==> src/rtl/collision_pkg.sv <==
// Shared types and constants for the player/obstacle collision logic.
// No logic here; state encoding, coordinate widths and box-edge struct only.
// Backpressure: not applicable.
package collision_pkg;
    localparam int SCREEN_W = 640;
    localparam int COORD_W  = $clog2(SCREEN_W);
    localparam int SUM_W    = COORD_W + 1;
    localparam int LIVES_W  = 4;

    typedef enum logic [1:0] {
        ARMED     = 2'd0,
        HIT       = 2'd1,
        COOLDOWN  = 2'd2,
        GAME_OVER = 2'd3
    } state_t;

    // Box edges in widened coordinates so sums never wrap.
    typedef struct packed {
        logic [SUM_W-1:0] l;
        logic [SUM_W-1:0] r;
        logic [SUM_W-1:0] t;
        logic [SUM_W-1:0] b;
    } edges_t;
endpackage

==> src/rtl/collision_detector_aabb_overlap.sv <==
// Purpose: axis-aligned overlap of the margin-trimmed player box and the obstacle box.
// Latency: purely combinational; the parent registers the result.
// Backpressure: none, evaluated continuously.
module aabb_overlap
    import collision_pkg::*;
#(
    parameter logic [COORD_W-1:0] MARGIN = 10'd2
) (
    input  logic [COORD_W-1:0] player_x,
    input  logic [COORD_W-1:0] player_y,
    input  logic [COORD_W-1:0] player_w,
    input  logic [COORD_W-1:0] player_h,
    input  logic [COORD_W-1:0] obstacle_x,
    input  logic [COORD_W-1:0] obstacle_y,
    input  logic [COORD_W-1:0] obstacle_w,
    input  logic [COORD_W-1:0] obstacle_h,
    output logic               overlap
);
    edges_t           pb;
    edges_t           ob;
    logic [SUM_W-1:0] m2;
    logic             p_ok;
    logic             o_ok;

    always_comb begin
        m2   = {MARGIN, 1'b0};
        pb.l = {1'b0, player_x} + {1'b0, MARGIN};
        pb.r = {1'b0, player_x} + {1'b0, player_w} - {1'b0, MARGIN};
        pb.t = {1'b0, player_y} + {1'b0, MARGIN};
        pb.b = {1'b0, player_y} + {1'b0, player_h} - {1'b0, MARGIN};
        ob.l = {1'b0, obstacle_x};
        ob.r = {1'b0, obstacle_x} + {1'b0, obstacle_w};
        ob.t = {1'b0, obstacle_y};
        ob.b = {1'b0, obstacle_y} + {1'b0, obstacle_h};
        // A player no wider than twice the margin has an empty hitbox.
        p_ok = ({1'b0, player_w} > m2) && ({1'b0, player_h} > m2);
        o_ok = (obstacle_w != '0) && (obstacle_h != '0);
        overlap = p_ok && o_ok &&
                  (pb.l < ob.r) && (ob.l < pb.r) &&
                  (pb.t < ob.b) && (ob.t < pb.b);
    end
endmodule

==> src/rtl/collision_detector.sv <==
// Purpose: box hit test plus hit/cooldown/lives FSM; optional hit_flash blink under HIT_FLASH_EN.
// Latency: overlap registered 1 clk; collision rises 1 clk after the detecting game_en tick.
// Backpressure: none; state only advances on game_en ticks, restart takes priority.
module collision_detector
    import collision_pkg::*;
#(
    parameter logic [LIVES_W-1:0] LIVES_INIT     = 4'd3,
    parameter logic [7:0]         COOLDOWN_TICKS = 8'd60,
    parameter logic [COORD_W-1:0] HIT_MARGIN     = 10'd2
`ifdef HIT_FLASH_EN
    ,
    parameter logic [7:0]         FLASH_PERIOD   = 8'd4
`endif
) (
    input  logic               clk,
    input  logic               rst,
    input  logic               game_en,
    input  logic               restart,
    input  logic [COORD_W-1:0] player_x,
    input  logic [COORD_W-1:0] player_y,
    input  logic [COORD_W-1:0] player_w,
    input  logic [COORD_W-1:0] player_h,
    input  logic [COORD_W-1:0] obstacle_x,
    input  logic [COORD_W-1:0] obstacle_y,
    input  logic [COORD_W-1:0] obstacle_w,
    input  logic [COORD_W-1:0] obstacle_h,
    output logic               collision,
    output logic [LIVES_W-1:0] lives,
    output logic               game_over,
    output logic               hit_flash
);
    logic               ovl;
    logic               ovl_q;
    state_t             state;
    state_t             state_n;
    logic [7:0]         cnt;
    logic [7:0]         cnt_n;
    logic [LIVES_W-1:0] lives_n;
    logic               collision_n;
    logic               game_over_n;

    aabb_overlap #(.MARGIN(HIT_MARGIN)) u_aabb (
        .player_x   (player_x),
        .player_y   (player_y),
        .player_w   (player_w),
        .player_h   (player_h),
        .obstacle_x (obstacle_x),
        .obstacle_y (obstacle_y),
        .obstacle_w (obstacle_w),
        .obstacle_h (obstacle_h),
        .overlap    (ovl)
    );

    always_ff @(posedge clk or negedge rst) begin
        if (!rst) begin
            ovl_q     <= 1'b0;
            state     <= ARMED;
            cnt       <= '0;
            lives     <= LIVES_INIT;
            collision <= 1'b0;
            game_over <= 1'b0;
        end else begin
            ovl_q     <= ovl;
            state     <= state_n;
            cnt       <= cnt_n;
            lives     <= lives_n;
            collision <= collision_n;
            game_over <= game_over_n;
        end
    end

    always_comb begin
        state_n     = state;
        cnt_n       = cnt;
        lives_n     = lives;
        collision_n = collision;
        game_over_n = game_over;
        if (restart) begin
            state_n     = ARMED;
            cnt_n       = '0;
            lives_n     = LIVES_INIT;
            collision_n = 1'b0;
            game_over_n = 1'b0;
        end else begin
            case (state)
                ARMED: begin
                    if (game_en && ovl_q) begin
                        collision_n = 1'b1;
                        lives_n     = (lives == '0) ? '0 : lives - 4'd1;
                        state_n     = HIT;
                    end
                end
                HIT: begin
                    if (game_en) begin
                        collision_n = 1'b0;
                        if (lives == '0) begin
                            game_over_n = 1'b1;
                            state_n     = GAME_OVER;
                        end else begin
                            cnt_n   = COOLDOWN_TICKS;
                            state_n = COOLDOWN;
                        end
                    end
                end
                COOLDOWN: begin
                    if (game_en) begin
                        cnt_n = cnt - 8'd1;
                        if (cnt == 8'd1) state_n = ARMED;
                    end
                end
                GAME_OVER: begin
                    state_n = GAME_OVER;
                end
                default: begin
                    state_n = ARMED;
                end
            endcase
        end
    end

`ifdef HIT_FLASH_EN
    logic [7:0] flash_cnt;

    // Blink starts high on cooldown entry and is cleared as cooldown ends.
    always_ff @(posedge clk or negedge rst) begin
        if (!rst) begin
            hit_flash <= 1'b0;
            flash_cnt <= '0;
        end else if (restart) begin
            hit_flash <= 1'b0;
            flash_cnt <= '0;
        end else if (state != COOLDOWN && state_n == COOLDOWN) begin
            hit_flash <= 1'b1;
            flash_cnt <= '0;
        end else if (state == COOLDOWN && state_n != COOLDOWN) begin
            hit_flash <= 1'b0;
            flash_cnt <= '0;
        end else if (state == COOLDOWN && game_en) begin
            if (flash_cnt == FLASH_PERIOD - 8'd1) begin
                hit_flash <= ~hit_flash;
                flash_cnt <= '0;
            end else begin
                flash_cnt <= flash_cnt + 8'd1;
            end
        end
    end
`else
    assign hit_flash = 1'b0;
`endif
endmodule
==> config.mk <==
export PLATFORM = sky130hd
export DESIGN_NAME = collision_detector
export DESIGN_NICKNAME = d
export VERILOG_FILES = /design/src/rtl/collision_pkg.sv /design/src/rtl/collision_detector_aabb_overlap.sv /design/src/rtl/collision_detector.sv
export SDC_FILE = /design/constraint.sdc
export NUM_CORES = 1
export LEC_CHECK = 0
export BUFFER_PORTS_ARGS = -buffer_cell sky130_fd_sc_hd__buf_2
export CORE_MARGIN = 5
export CORE_UTILIZATION = 50
export DETAILED_ROUTE_END_ITERATION = 6
export PLACE_DENSITY = 0.75
export SYNTH_ARGS = -nofsm -noshare
export SYNTH_HDL_FRONTEND = slang
export SYNTH_SLANG_ARGS = --single-unit
==> constraint.sdc <==
create_clock -name clk -period 2.4 [get_ports clk]
set_clock_uncertainty 0.15 [all_clocks]
set_input_delay 0.48 -clock clk [delete_from_list [all_inputs] [get_ports clk]]
set_output_delay 0.48 -clock clk [all_outputs]
set_load 0.01 [all_outputs]
==> results.toml <==
[outcome]
status = "finished with violations"
violations = "negative setup slack"

[place]
place_inst = 841
place_congestion = 0.9070
dp.final_hpwl_microns = 10040
portBuffers = 89

[timing]
slew_headroom_pct = 57.41
setup_viol = 1
finalCritPeriodShare_pct = 138.1
tightest_slew_ns = 0.6331
hold_violations = 0
fin_crit_ns = 3.314
setup_ws_ns = -0.9140
fmax_mhz = 301.8
final_max_slew_viol_count = 0
rsz0062_at_grt = "true"

[routing]
viasPerCell = 5.314
first_pass_iters = 5
dr.first_iter.drc_count = 120
finalWirelength_microns = 11710
via_count = 4517
drtAntennaViolNets = 0
drc = 0
wl_per_cell_microns = 13.77

[global_route]
track_usage_pct = 23.01
grt_pass1_vias = 4691
overflow = 0
antenna_found_initial = 0
grt_pass1_wl_microns = 19650
grt_max_degree = 18

[synthesis]
yosys.area_share.simple_pct = 18.78
post_synth_num_cell_types = 56
synth-seq-cells = 17
netlist_area_sq_mm = 0.004090
synth_area_leaders = "ha_1 (31%), dfrtp_1 (9.2%), inv_1 (7.8%)"
netlist_top_cells_count = "ha_1 (100), inv_1 (85), a21oi_1 (34)"
yosysSeqAreaShare_pct = 10.46
synth-async-reset-ratio_pct = 100.0
syn-instance-count = 525
yosysTopAreaCellShare_pct = 30.59
synth_top_family_by_area = "adder cells"
synth_top_area_cell = "ha_1"
synthMuxAreaShare_pct = 0.7342
synth-adder-area-share_pct = 32.55
synth_most_common_cell = "ha_1"
synthFlopType = "dfrtp_1"
synth_warnings = 0
synth_nets = 713
synth_edf_count = 0
synth_compound_area_share_pct = 19.58
post_synth_xor_area_fraction_pct = 9.422
syn_area_per_cell_sq_um = 7.791

[pwr]
ir_drop_mv = 0.2110
p_total_uw = 2315
leakage_uw = 0.003136
power-per-cell-area_mw_per_mm2 = 393.4

[floorplanning]
ios = 91
die_h_microns = 100.4
die_w_microns = 100.4
std_cell_rows = 33
die-area_sq_mm = 0.01009
core_sq_mm = 0.008093
start_util_pct = 50.54

[layout]
nNetsFinal = 934
layout-drive-gt1-share_pct = 36.11
final_cells = 850
syn_to_final_growth_pct = 43.90
diodes = 0

[setup_path]
worstSetupPathType = "primary input to register"
path_max_fanout = 2
start_kind = "primary input"
end_kind = "register"
cp.required_ns = 2.40
cp.arrival_ns = 3.32

[clock_tree]
path_clk_slew_ns = 0.07
htreeDepth = 1
cts_root_buffer = "clkbuf_8"
cts_buffers = 3
clock_sinks = 17
cts_buffer_depth = 2
clk_latency_ns = 0.26
cts_tree = "built"

[job]
max_cap_viol_count = 0

[worst_hold_path]
min_path_type = "register to register"
-- worst max-delay path, cell delays in order --
cell       delay (ns)
buf_2            0.09
inv_1            0.06
ha_4             0.27
inv_1            0.04
ha_1             0.30
a211o_1          0.35
a211oi_2         0.28
o21bai_1         0.11
a21oi_2          0.14
xor2_1           0.16
ha_1             0.26
a21o_1           0.18
a21oi_2          0.16
o21ai_2          0.11
a2111oi_4        0.30
-- layout make-up --
type                    instances  area (sq um)
repair buffers                220          1456
well taps                     105         131.4
multi-input cells             419          3500
fillers                       632          2207
clock buffers                   3         41.29
flip-flops and latches         17         427.9
clock inverters                 1         5.005
inverters                      85         324.1
-- path summary, 6_finish.rpt --
| check | cells after the start | slack, ns | end | start |
|---|---|---|---|---|
| max in group asynchronous | 2 | 1.26 | lives[1] | rst |
| min in group asynchronous | 2 | 0.53 | collision | rst |
| worst max register to register | 5 | 0.50 | cnt[7] | lives[0] |
| worst min-delay path | 2 | 0.37 | cnt[1] | cnt[1] |
| worst max-delay path | 15 | -0.91 | ovl_q | player_y[2] |
| worst min register to register | 2 | 0.37 | cnt[1] | cnt[1] |
-- cell usage in the layout, fill, tap and decap left out, drive strengths merged, types with 16 or more instances in the layout --
master and instances:
xor2 22, nor3 16, inv 85, o21ai 32, nand3 20, xnor2 22, a21oi 38, buf 219
nand2 28, nor2 27, ha 100
-- logic make-up after synthesis --
group	count (synthesis)
and+or+nand+nor	145
AOI/OAI and AO/OA	122
adders and majority gates	104
buffers and inverters	89
xor gates and xnor gates	44
DFF	17
muxes	3
other	1
-- where the power goes --
part	switching, uW	internal [uW]
Clock	101	115
Combinational	841	867
Sequential	56.5	335
-- layer usage --
layer	vias up	GRT usage (%)	wire length, microns
met5	-	0	0
met4	0	4.560	193
met3	18	1.737	458
met2	109	43.99	6112
met1	2097	27.98	4940
li1	2293	-	-
-- per-stage QoR --
stage,setup slack [ns],instance area [sq um],hold WS [ns],util (%),setup TNS [ns]
after global routing,-1.135,5886,0.4075,72.73,-1.135
after detailed placement,-1.369,5625,0.2696,69.51,-1.369
final,-0.9140,5886,0.3663,72.73,-0.9140
after floorplan,-0.9733,4126,0.03441,-,-0.9733
after global placement,-1.253,5625,0.2628,69.51,-1.253
after CTS,-0.9956,5777,0.3727,71.38,-0.9956
-- sequential cells by signal, summed over array words and instances, names as in the netlist --
signal	cells
ovl_q	1
cnt	8
state	2
collision	1
lives	4
game_over	1
-- what timing repair did --
item,4_1_cts,5_1_grt
gates resized for setup,20,18
hold buffers,1,0
pin swaps,14,17
endpoints found under the setup margin,1,1
endpoints found under the hold margin,15,0
setup buffers,2,2
Note: power is estimated with default switching activity, not from simulation.
